$ cat src/rtl/clkspec_v2arbtst_server.sv
// Two-client multiply server: one pending job slot per client, round-robin grant,
// shift-add multiply on a shared datapath, result returned with a one-cycle ack.
module clkspec_v2arbtst_server #(
  parameter int WIDTH = 4
) (
  input  logic             clk,
  input  logic             reset,
  input  logic             req0,
  input  logic [WIDTH-1:0] a0,
  input  logic [WIDTH-1:0] b0,
  input  logic             req1,
  input  logic [WIDTH-1:0] a1,
  input  logic [WIDTH-1:0] b1,
  output logic [WIDTH-1:0] y0,
  output logic             ack0,
  output logic [WIDTH-1:0] y1,
  output logic             ack1,
  output logic             busy0,
  output logic             busy1,
  output logic             err0,
  output logic             err1
);

  // state | meaning
  // IDLE  | waiting for a pending slot, grants round-robin
  // CALC  | one shift-add iteration per cycle, WIDTH iterations
  // DONE  | deliver result to owner, release its slot
  localparam logic [1:0] ST_IDLE = 2'd0;
  localparam logic [1:0] ST_CALC = 2'd1;
  localparam logic [1:0] ST_DONE = 2'd2;

  localparam int CW = $clog2(WIDTH + 1);
  localparam logic [CW-1:0] CNT_LAST = CW'(WIDTH - 1);
  localparam logic [CW-1:0] CNT_ONE  = CW'(1);

  logic [1:0]       state;
  logic             pend0, pend1;
  logic [WIDTH-1:0] slot_a0, slot_b0, slot_a1, slot_b1;
  logic             owner;
  logic             rr_last;
  logic [WIDTH-1:0] mcand, mplier, acc;
  logic [CW-1:0]    count;

  logic grant_valid;
  logic grant_id;
  logic done0, done1;

  // rr_last holds the last served client; on a tie the other one wins
  always_comb begin
    grant_valid = pend0 | pend1;
    grant_id    = (pend0 && pend1) ? ~rr_last : pend1;
    done0       = (state == ST_DONE) && (owner == 1'b0);
    done1       = (state == ST_DONE) && (owner == 1'b1);
  end

  // A capture in the release cycle keeps the slot occupied without an error
  always_ff @(posedge clk or negedge reset) begin
    if (!reset) begin
      pend0   <= 1'b0;
      slot_a0 <= '0;
      slot_b0 <= '0;
      err0    <= 1'b0;
    end else begin
      if (req0 && (!pend0 || done0)) begin
        slot_a0 <= a0;
        slot_b0 <= b0;
        pend0   <= 1'b1;
      end else if (done0) begin
        pend0   <= 1'b0;
      end
      if (req0 && pend0 && !done0)
        err0 <= 1'b1;
    end
  end

  always_ff @(posedge clk or negedge reset) begin
    if (!reset) begin
      pend1   <= 1'b0;
      slot_a1 <= '0;
      slot_b1 <= '0;
      err1    <= 1'b0;
    end else begin
      if (req1 && (!pend1 || done1)) begin
        slot_a1 <= a1;
        slot_b1 <= b1;
        pend1   <= 1'b1;
      end else if (done1) begin
        pend1   <= 1'b0;
      end
      if (req1 && pend1 && !done1)
        err1 <= 1'b1;
    end
  end

  always_ff @(posedge clk or negedge reset) begin
    if (!reset) begin
      state   <= ST_IDLE;
      owner   <= 1'b0;
      rr_last <= 1'b1;
      mcand   <= '0;
      mplier  <= '0;
      acc     <= '0;
      count   <= '0;
    end else begin
      case (state)
        ST_IDLE: begin
          if (grant_valid) begin
            owner   <= grant_id;
            rr_last <= grant_id;
            mcand   <= grant_id ? slot_a1 : slot_a0;
            mplier  <= grant_id ? slot_b1 : slot_b0;
            acc     <= '0;
            count   <= '0;
            state   <= ST_CALC;
          end
        end
        ST_CALC: begin
          if (mplier[0])
            acc <= acc + mcand;
          mcand  <= mcand << 1;
          mplier <= mplier >> 1;
          count  <= count + CNT_ONE;
          if (count == CNT_LAST)
            state <= ST_DONE;
        end
        ST_DONE: state <= ST_IDLE;
        default: state <= ST_IDLE;
      endcase
    end
  end

  always_ff @(posedge clk or negedge reset) begin
    if (!reset) begin
      y0   <= '0;
      y1   <= '0;
      ack0 <= 1'b0;
      ack1 <= 1'b0;
    end else begin
      ack0 <= done0;
      ack1 <= done1;
      if (done0) y0 <= acc;
      if (done1) y1 <= acc;
    end
  end

  assign busy0 = pend0;
  assign busy1 = pend1;

endmodule
$ cat config.mk
export PLATFORM = sky130hd
export DESIGN_NAME = clkspec_v2arbtst_server
export DESIGN_NICKNAME = d
export VERILOG_FILES = /design/src/rtl/clkspec_v2arbtst_server.sv
export SDC_FILE = /design/constraint.sdc
export NUM_CORES = 1
export LEC_CHECK = 0
export CAP_MARGIN = 10
export CORE_ASPECT_RATIO = 1.75
export CORE_UTILIZATION = 40
export CTS_BUF_LIST = sky130_fd_sc_hd__clkbuf_4 sky130_fd_sc_hd__clkbuf_8
export CTS_CLUSTER_DIAMETER = 80
export DETAILED_ROUTE_END_ITERATION = 12
export SETUP_SLACK_MARGIN = 0.1
export SYNTH_ARGS = -nofsm -noshare
export SYNTH_HDL_FRONTEND = slang
export SYNTH_SLANG_ARGS = --single-unit
$ cat constraint.sdc
create_clock -name clk -period 2.65 [get_ports clk]
set_input_delay 0.53 -clock clk [delete_from_list [all_inputs] [get_ports clk]]
set_output_delay 0.53 -clock clk [all_outputs]
set_load 0.03 [all_outputs]
## Word-level counts from Yosys, hierarchy flattened

Cells that the tools add are included.

- Bits in registers: 49
- Input bits: 20

- Add/sub/neg operators: 2
- Equal/unequal tests: 6
- Multiplexer cells: 19
- Bitwise gates (word level): 3
- Reductions and logical operators: 23

Operators with widths:

| kind | number |
|---|---|
| $mux W4 | 6 |
| $pmux W4 S2 | 3 |
| $logic_and A1 B1 Y1 | 9 |
| $ne A2 B2 Y1 const B | 3 |
| $pmux W3 S2 | 1 |
| $reduce_and A2 Y1 | 3 |
| $reduce_bool A2 Y1 | 3 |
| $mux W1 | 5 |
| $add A4 B4 Y4 | 1 |
| $logic_not A1 Y1 | 4 |
| $mux W2 | 2 |
| $pmux W2 S2 | 1 |
| $add A3 B1 Y3 const B | 1 |
| $eq A3 B2 Y1 const B | 1 |
| $mux W3 | 1 |
| $reduce_and A3 Y1 | 1 |
| $eq A2 B1 Y1 const B | 1 |
| $eq A2 B2 Y1 const B | 1 |
| $logic_not A2 Y1 | 1 |
| $logic_or A1 B1 Y1 | 2 |
| $not A1 Y1 | 2 |
| $or A1 B1 Y1 | 1 |

## Longest topological paths before layout

Gate-level depths: netlist of the first run.

- Depth in word-level cells: 5
- Gate-level depth with buffers: 5

## Worst setup path after synthesis of the first run

No wires, ideal clock.

- Path type: register to register
- Start point: register pend1 (netlist: busy1)
- End point: register mplier[0]
- Library setup time: 126 ps
- Data arrival time: 1590 ps
- Required time: 2524 ps
- Slack: 934 ps
- Cell stages (with the launch flop): 5
- Clock period less this slack: 1716 ps
- Cell sequence: dfrtp_1 a21boi_1 buf_6 mux2_2 a221o_1

- Word-level cells in the longest chain between the ends: 5
- Elaborated cells on any way between the ends: 8
- Those cells by class: 1 x eq/ne; 4 x mux; 1 x bitwise; 2 x reduce/logical

RTL lines:

| element | RTL line | RTL |
|---|---|---|
| start: declaration | 37 | `logic pend0, pend1;` |
| start signal: assignment | 78 | `pend1 <= 1'b0;` |
| start signal: assignment | 86 | `pend1 <= 1'b1;` |
| start signal: assignment | 88 | `pend1 <= 1'b0;` |
| $logic_and A1 B1 Y1 | 51 | `grant_id = (pend0 && pend1) ? ~rr_last : pend1;` |
| $mux W1 | 51 |  |
| $mux W4 | 111 | `mplier <= grant_id ? slot_b1 : slot_b0;` |
| $mux W4 | 107 | `if (grant_valid) begin` |
| $pmux W4 S2 | 105 | `case (state)` |
| end signal: assignment | 111 |  |
| end signal: assignment | 121 | `mplier <= mplier >> 1;` |
| end: declaration | 41 | `logic [WIDTH-1:0] mcand, mplier, acc;` |

Several ways; a longest one is shown, not always the timed one. The select of a mux whose other input is x is not followed.
A chain may end at the register's enable or synchronous reset.

## Final worst setup path of the first run

- Start point: register pend1 (netlist: busy1)
- End point: output busy1

RTL lines:

| element | RTL line | RTL |
|---|---|---|
| end: declaration | 19 | `output logic busy1,` |

No word-level cell between the ends.

==> reports/results.ini, run 1 <==
[sta]
tightest_slew_ns=0.6323
max_freq_ghz=0.4904
slew_headroom_pct=57.85
slew_viol_final=0
finalCritPeriodShare_pct=76.94
tns_ns=0
grt_setup_unrepaired=false
skew_ns=0.006234
whs_ns=0.2447
hold_viol=0
fin_crit_ns=2.039
setup_violations=0

[global_route]
gr-usage-all-layers_pct=16.29
grt_pass1_wl_mm=6.982
antenna_found_initial=0
grt-ovfl-total=0
grt_max_degree=27
first_global_vias=1445

[setup_path]
endpoint_kind=primary output
cpMaxStageDelayCell=clkdlybuf4s50_1
critPathTopFamily=buffers and inverters
worstPathRequired_ns=2.12
crit_fanout=7
arrival_ns=1.51
startpoint_type=flip-flop
path_class=flip-flop to primary output
crit_chain=clkdlybuf4s50_1
max_stage_delay_ns=0.72
r2r_slack_ns=0.96
cp_num_buf_inv=1

[synthesis]
yosysTopAreaCellShare_pct=55.17
syn-num-nets=177
ys_types=37
synth-seq-area-share_pct=56.38
syn_area_per_cell_um2=14.42
ys_ff_latch=49
synth_edf_count=0
synth_largest_area_cell=dfrtp_1
mappedNetlistArea_um2=2177
ys.warnings.count=0
async_flop_share_pct=100.0
ys.flop_type=dfrtp_1
yosys-top-cells-area=dfrtp_1 55%, mux2_2 17%, ha_1 2.9%
synth_cells=151

[finish]
drive_gt1_share_pct=27.75
fin_util_pct=50.57
diodes=0
final_nets=216
stdcell_area_um2=2658
areaGrowthSynthToFinish_pct=22.07
instances_no_fill=246

[clocking]
numCtsBuffers=5
cts_max_level=2
cts_resized=0
cts_tree=yes
cts_post_setup_buffers_inserted=0
cts_root_buffer=clkbuf_8
clk_pin_slew_ns=0.09
cts.sinks=49
clockBufferDepth=2
clock_latency_ns=0.30
holdBufCountCts=0

[detailed_routing]
drtIter0Drc=27
ant_nets=0
via_per_inst=5.504
firstDrtPassIters=9
wl_per_cell_um=16.56
routed_wl_mm=4.073
num_vias=1354
route.detailed.drc=1

[run]
maxCapViolations=0

[placement]
hpwl_mm=3.163
place_congestion=0.7787
place_area_um2=2571
placed_cells=238
io_buffers=33

[status]
status=finished, violations left
failed_checks=DRC

[floorplan]
ioPinCount=34
die_x_um=57.77
die_area_um2=5754
fp-row-count=35
start_util_pct=41.43
fp.dieH_um=99.60
core-area_um2=5255

[power]
pwr_density_cell_nw_per_um2=1051
ir_drop_mv=0.4021
leakage_uw=0.001216

[worst_hold_path]
hold_path_class=input port to asynchronous set/reset pin

==> Yosys cell counts (2+ instances only) <==
master    count
mux2_2       33
and2_1        8
nand3b_1      2
ha_1          5
nand2b_1      2
inv_1         4
o31ai_1       2
buf_6         3
nand2_1       5
a22o_1        3
mux2i_1       4
a21oi_1       2
o21bai_1      2
dfrtp_1      48
a221o_1       6
==> flip-flops by register name, indices dropped and copies added (netlist names) <==
name / cells
acc: 4
ack0: 1
ack1: 1
busy0: 1
busy1: 1
count: 3
err0: 1
err1: 1
mcand: 4
mplier: 4
owner: 1
rr_last: 1
slot_a0: 4
slot_a1: 4
slot_b0: 4
slot_b1: 4
state: 2
y0: 4
y1: 4
==> per-stage QoR <==
step	setup WS [ns]	power (µW)
4_1_cts	0.5982	2838
5_1_grt	0.5492	2987
3_3_place_gp	0.7963	2323
3_5_place_dp	0.7697	2404
6_report	0.6110	2793
2_1_floorplan	0.9336	2044
==> placed cells by master (no fill, tap or decap), types with 2 or more instances in the layout <==
cell type	synthesis	routed
a21oi_1	2	2
a221o_1	6	6
a22o_1	3	3
and2_1	8	8
buf_4	0	3
clkbuf_8	0	5
clkdlybuf4s50_1	0	32
clkinv_2	0	2
dfrtp_1	48	48
ha_1	5	5
inv_1	4	4
mux2_2	33	33
mux2i_1	4	4
nand2_1	5	5
nand2b_1	2	2
nand3b_1	2	2
o21bai_1	2	2
o31ai_1	2	2
==> kinds of logic after synthesis <==
group / Yosys count / share of synthesized area, %
flip-flops: 49 / 56.38
multiplexers: 37 / 18.91
AO/OA/AOI/OAI: 24 / 9.828
AND/OR/NAND/NOR: 24 / 7.644
buffers and inverters: 9 / 2.643
adder cells (fa/ha/maj): 6 / 3.793
XOR/XNOR: 2 / 0.8047
==> final cells by class <==
type | count | area [µm²]
Fill cell | 490 | 2597
Sequential cell | 49 | 1227
Multi-Input combinational cell | 93 | 892.1
Timing Repair Buffer | 37 | 367.9
Clock buffer | 6 | 76.32
Tap cell | 55 | 68.82
Inverter | 4 | 15.01
Clock inverter | 2 | 10.01
==> power by group <==
| part | total [µW] | internal, µW | switching (µW) |
|---|---|---|---|
| combinational | 1100 | 600 | 498 |
| sequential | 1270 | 1050 | 221 |
| clock | 427 | 193 | 233 |
==> layer usage <==
layer  track usage [%]  routed length [µm]
met4             7.143                  98
met1             17.45                1465
met5                 0                   0
met3             3.511                 106
met2             29.87                2402
==> worst paths after layout <==
| kind | startpoint | endpoint | cells after the start |
|---|---|---|---|
| worst max-delay path | busy1$_DFFE_PN0P_ | busy1 | 1 |
| worst min-delay path | reset | y1[3]$_DFFE_PN0P_ | 1 |
| worst max register to register | busy1$_DFFE_PN0P_ | mcand[2]$_DFFE_PN0P_ | 4 |
| worst min register to register | err1$_DFFE_PN0P_ | err1$_DFFE_PN0P_ | 1 |
| max in group asynchronous | reset | mcand[2]$_DFFE_PN0P_ | 2 |
| min in group clk | err1$_DFFE_PN0P_ | err1$_DFFE_PN0P_ | 1 |
No activity file was read; power rests on OpenSTA's default activity.
==> run 2, diff against run 1 <==
==> constraint.sdc (replaced) <==
create_clock -name clk -period 2.03 [get_ports clk]
set_input_delay 0.406 -clock clk [delete_from_list [all_inputs] [get_ports clk]]
set_output_delay 0.406 -clock clk [all_outputs]
set_load 0.03 [all_outputs]
==> reports/results.ini, run 2 (same netlist as run 1, synthesis figures left out) <==
[worst_hold_path]
hold_path_class=input port to asynchronous set/reset pin  ; unchanged

[global_route]
first_global_vias=1478  ; was 1445
grt_max_degree=28  ; was 27
grt_pass1_wl_mm=6.513  ; was 6.982 mm
gr-usage-all-layers_pct=14.90  ; was 16.29%
antenna_found_initial=0  ; unchanged
grt-ovfl-total=0  ; unchanged

[status]
failed_checks=DRC  ; unchanged
status=finished, violations left  ; unchanged

[setup_path]
crit_fanout=6  ; was 7
cpMaxStageDelayCell=clkdlybuf4s50_1  ; unchanged
cp_num_buf_inv=1  ; unchanged
arrival_ns=1.45  ; was 1.51 ns
startpoint_type=flip-flop  ; unchanged
path_class=flip-flop to primary output  ; unchanged
max_stage_delay_ns=0.71  ; was 0.72 ns
critPathTopFamily=buffers and inverters  ; unchanged
crit_chain=clkdlybuf4s50_1  ; unchanged
endpoint_kind=primary output  ; unchanged
worstPathRequired_ns=1.62  ; was 2.12 ns

[floorplan]
fp.dieH_um=99.60  ; unchanged
start_util_pct=41.43  ; unchanged
die_x_um=57.77  ; unchanged
ioPinCount=34  ; unchanged
fp-row-count=35  ; unchanged
die_area_um2=5754  ; unchanged
core-area_um2=5255  ; unchanged

[clocking]
numCtsBuffers=5  ; unchanged
clk_pin_slew_ns=0.08  ; was 0.09 ns
clockBufferDepth=2  ; unchanged
cts.sinks=49  ; unchanged
cts_tree=yes  ; unchanged
cts_root_buffer=clkbuf_8  ; unchanged
cts_max_level=2  ; unchanged
cts_resized=0  ; unchanged
clock_latency_ns=0.29  ; was 0.30 ns
holdBufCountCts=0  ; unchanged
cts_post_setup_buffers_inserted=0  ; unchanged

[sta]
fin_crit_ns=1.858
hold_viol=0  ; unchanged
slew_headroom_pct=64.41  ; was 57.85%
max_freq_ghz=0.5381
tns_ns=0  ; unchanged
finalCritPeriodShare_pct=91.55
tightest_slew_ns=0.5338  ; was 0.6323 ns
setup_violations=0  ; unchanged
skew_ns=0.006116  ; was 0.006234 ns
slew_viol_final=0  ; unchanged
grt_setup_unrepaired=false  ; unchanged

[placement]
io_buffers=33  ; unchanged
placed_cells=240  ; was 238
hpwl_mm=3.023  ; was 3.163 mm
place_congestion=0.7470  ; was 0.7787

[power]
pwr_density_cell_nw_per_um2=1364  ; was 1051 nW/µm²
ir_drop_mv=0.7667  ; was 0.4021 mV
leakage_uw=0.001226  ; was 0.001216 µW

[finish]
areaGrowthSynthToFinish_pct=22.99  ; was 22.07%
instances_no_fill=248  ; was 246
final_nets=218  ; was 216
final_common_cell=dfrtp_1  ; unchanged
drive_gt1_share_pct=28.50  ; was 27.75%
layout_common_cells=48 x dfrtp_1, 33 x mux2_2, 32 x clkdlybuf4s50_1, 8 x and2_1, 6 x a221o_1  ; unchanged
diodes=0  ; unchanged

[detailed_routing]
routed_wl_mm=3.870  ; was 4.073 mm
via_per_inst=5.379  ; was 5.504
num_vias=1334  ; was 1354
drtIter0Drc=26  ; was 27
route.detailed.drc=2  ; was 1
firstDrtPassIters=10  ; was 9
wl_per_cell_um=15.60  ; was 16.56 µm
ant_nets=0  ; unchanged

[run]
maxCapViolations=0  ; unchanged

-- run 2: where the power goes --
| part | internal [µW] | switching, µW | leakage [µW] |
|---|---|---|---|
| registers | 1370 | 283 | 0.000612 |
| logic | 798 | 636 | 0.000565 |
| clock network | 285 | 283 | 0.0000498 |
-- run 2: metrics by stage --
step	util (%)	worst slack, ns	hold slack [ns]	area [µm²]	power, µW
after detailed placement	49.21	0.2763	0.4132	2586	3125
after floorplan	-	0.3136	0.1104	2177	2669
after global placement	49.21	0.2991	0.4085	2586	3057
final	50.95	0.1715	0.08795	2678	3654
after CTS	50.95	0.1598	0.09543	2678	3712
after global routing	50.95	0.1271	0.1255	2678	3904
-- run 2: worst paths after layout --
kind	from	end	slack [ns]	depth (start not counted)
setup / recovery	busy0$_DFFE_PN0P_	busy0	0.17	1
hold / removal	reset	acc[3]$_DFFE_PN0P_	0.09	1
setup reg to reg	busy0$_DFFE_PN0P_	mcand[1]$_DFFE_PN0P_	0.35	4
hold reg to reg	err0$_DFFE_PN0P_	err0$_DFFE_PN0P_	0.48	1
max in group asynchronous	reset	rr_last$_DFFE_PN1P_	1.34	2
min in group clk	err0$_DFFE_PN0P_	err0$_DFFE_PN0P_	0.48	1
-- run 2: cell type report --
class | count | area [µm²]
fillers | 456 | 2577
flip-flops and latches | 49 | 1227
multi-input cells | 93 | 892.1
repair buffers | 39 | 382.9
clock buffers | 8 | 91.34
well taps | 55 | 68.82
inverters | 4 | 15.01
-- run 2: routing by layer --
layer	track usage (%)	wire, µm	up-vias	part of all wire, %
met5	0	0	-	0
met4	4.762	53	0	1.4
met3	2.861	101	5	2.6
met2	29.34	2276	26	59
met1	15.08	1438	675	37
li1	-	-	628	-
==> run 3, diff against run 2 <==
--- a/config.mk
+++ b/config.mk
@@ -7,10 +7,12 @@
 export LEC_CHECK = 0
 export CAP_MARGIN = 10
 export CORE_ASPECT_RATIO = 1.75
-export CORE_UTILIZATION = 40
+export CORE_UTILIZATION = 50
 export CTS_BUF_LIST = sky130_fd_sc_hd__clkbuf_4 sky130_fd_sc_hd__clkbuf_8
 export CTS_CLUSTER_DIAMETER = 80
 export DETAILED_ROUTE_END_ITERATION = 12
+export PLACE_DENSITY = 0.75
+export RECOVER_POWER = 25
 export SETUP_SLACK_MARGIN = 0.1
 export SYNTH_ARGS = -nofsm -noshare
 export SYNTH_HDL_FRONTEND = slang
==> reports/results.ini, run 3 (same netlist as run 1, synthesis figures left out) <==
[floorplan]
core-area_um2=4150  ; was 5255 µm²
fp.dieH_um=89.29  ; was 99.60 µm
die_area_um2=4632  ; was 5754 µm²
die_x_um=51.88  ; was 57.77 µm
start_util_pct=52.46  ; was 41.43%
fp-row-count=31  ; was 35
ioPinCount=34  ; unchanged

[global_route]
gr-usage-all-layers_pct=20.66  ; was 14.90%
grt_max_degree=28  ; unchanged
first_global_vias=1462  ; was 1478
grt-ovfl-total=0  ; unchanged
grt_pass1_wl_mm=6.831  ; was 6.513 mm
antenna_found_initial=0  ; unchanged

[setup_path]
crit_chain=clkdlybuf4s50_1  ; unchanged
r2r_slack_ns=0.30  ; was 0.35 ns
cp_num_buf_inv=1  ; unchanged
worstPathRequired_ns=1.62  ; about the same
startpoint_type=flip-flop  ; unchanged
crit_fanout=2  ; was 6
startpoint=err1$_DFFE_PN0P_  ; was busy0$_DFFE_PN0P_
critPathTopFamily=buffers and inverters  ; unchanged
reg2reg_from=busy1$_DFFE_PN0P_  ; was busy0$_DFFE_PN0P_
worstSetupEndpoint=err1  ; was busy0
cpMaxStageDelayCell=clkdlybuf4s50_1  ; unchanged
cp_num_cells=1  ; unchanged
endpoint_kind=primary output  ; unchanged
worst_r2r_path_depth=4  ; unchanged
path_class=flip-flop to primary output  ; unchanged
max_stage_delay_ns=0.67  ; was 0.71 ns
rr_endpoint=mplier[1]$_DFFE_PN0P_  ; was mcand[1]$_DFFE_PN0P_
arrival_ns=1.33  ; was 1.45 ns

[power]
swShare_pct=34.29  ; was 32.92%
clkPwrFrac_pct=15.3  ; was 15.6%
power_frac_seq_pct=45.1  ; was 45.2%
pwr_density_cell_nw_per_um2=1385  ; was 1364 nW/µm²
ir_drop_mv=0.7470  ; was 0.7667 mV
intPower_uw=2418  ; was 2451 µW
leakage_uw=0.001216  ; was 0.001226 µW
switching_power_uw=1262  ; was 1203 µW
comb_power_share_pct=39.6  ; was 39.3%

[clocking]
numCtsBuffers=5  ; unchanged
clockBufferDepth=2  ; unchanged
cts_max_level=2  ; unchanged
clock_latency_ns=0.30  ; was 0.29 ns
cts_tree=yes  ; unchanged
cts_post_setup_buffers_inserted=0  ; unchanged
clk_pin_slew_ns=0.09  ; was 0.08 ns
cts_root_buffer=clkbuf_8  ; unchanged
cts.sinks=49  ; unchanged

[finish]
drive_gt1_share_pct=27.60  ; was 28.50%
layout_common_cells=48 x dfrtp_1, 33 x mux2_2, 30 x clkdlybuf4s50_1, 8 x and2_1, 6 x a221o_1  ; was 48 x dfrtp_1, 33 x mux2_2, 32 x clkdlybuf4s50_1, 8 x and2_1, 6 x a221o_1
final_nets=217  ; was 218
fill_cells=326  ; was 456
fin_util_pct=64.03  ; was 50.95%
areaGrowthSynthToFinish_pct=22.07  ; was 22.99%
diodes=0  ; unchanged
final_common_cell=dfrtp_1  ; unchanged
stdcell_area_um2=2658  ; was 2678 µm²

[run]
maxCapViolations=0  ; unchanged

[detailed_routing]
num_vias=1355  ; was 1334
drtIter0Drc=10  ; was 26
dr.max_layer_used=met4  ; unchanged
wl_per_cell_um=16.79  ; was 15.60 µm
dr_wl_met3_um=87  ; was 101 µm
wirelength_met1_mm=1.443  ; was 1.438 mm
via_per_inst=5.622  ; was 5.379
routed_wl_mm=4.046  ; was 3.870 mm
firstDrtPassIters=4  ; was 10
ant_nets=0  ; unchanged
routed-wl-met2_mm=2.409  ; was 2.276 mm
route.detailed.drc=0  ; was 2

[worst_hold_path]
hold_path_class=input port to asynchronous set/reset pin  ; unchanged

[sta]
final.setup.worst_slack_ns=0.2921  ; was 0.1715 ns
fin_crit_ns=1.738  ; was 1.858 ns
max_freq_ghz=0.5754  ; was 0.5381 GHz
finalCritPeriodShare_pct=85.61  ; was 91.55%
slew_viol_final=0  ; unchanged
skew_ns=0.008426  ; was 0.006116 ns
slew_headroom_pct=9.662  ; was 64.41%
grt_setup_unrepaired=false  ; unchanged
whs_ns=0.3894  ; was 0.08795 ns
hold_viol=0  ; unchanged
tns_ns=0  ; unchanged
tightest_slew_ns=1.355  ; was 0.5338 ns
setup_violations=0  ; unchanged

[status]
status=finished, final reports clean  ; was finished, violations left

[placement]
place_congestion=0.8539  ; was 0.7470
place_area_um2=2571  ; was 2586 µm²
hpwl_mm=3.149  ; was 3.023 mm
dp_slack_ns=0.2819  ; was 0.2763 ns
io_buffers=33  ; unchanged

==> run 3: power groups by stage <==
stage	combinational (µW)	clock [µW]	sequential [µW]
after CTS	1480	581	1660
after floorplan	970	0	1700
after global routing	1610	614	1710
after global placement	1390	0	1640
after detailed placement	1470	0	1680
final	1460	561	1660
==> run 3: worst min path at each step <==
stage                                        to  depth (start not counted)
after global routing           err1$_DFFE_PN0P_                          1
after detailed placement   state[1]$_DFFE_PN0P_                          1
after floorplan              acc[0]$_DFFE_PN0P_                          0
after CTS                 mplier[0]$_DFFE_PN0P_                          1
final                      state[0]$_DFFE_PN0P_                          1
after global placement     state[1]$_DFFE_PN0P_                          1
==> run 3: final cells by class <==
| type | instances | area (µm²) | area share, % |
|---|---|---|---|
| repair buffers | 38 | 375.4 | 14.12 |
| inverters | 4 | 15.01 | 0.5650 |
| clock inverters | 2 | 10.01 | 0.3766 |
| flip-flops and latches | 49 | 1227 | 46.19 |
| well taps | 49 | 61.31 | 2.307 |
| multi-input cells | 93 | 892.1 | 33.57 |
| clock buffers | 6 | 76.32 | 2.872 |
==> run 3: routing by layer <==
metal	global-route usage, %	vias to the layer above
met5	0	-
met4	10.81	0
met3	3.231	10
met2	38.46	31
met1	21.48	689
li1	-	625
==> run 3: stage by stage <==
step           power [µW]  cells
2_1_floorplan        2669    151
3_3_place_gp         3034    233
3_5_place_dp         3156    233
4_1_cts              3719    241
5_1_grt              3927    241
6_report             3679    241
==> run 3: timing repair <==
action                                 in CTS  in global routing
setup endpoints to repair                   1                  1
endpoints found under the hold margin       0                  0
pin swaps                                   0                  0
hold buffers                                0                  0
resized for setup                           1                  1
==> run 3: worst reg2reg max path, cell delays in order, from the launching register on <==
cell and delay (ns):
dfrtp_1 0.50, a21boi_1 0.27, buf_4 0.21, mux2_2 0.35, a221o_1 0.29
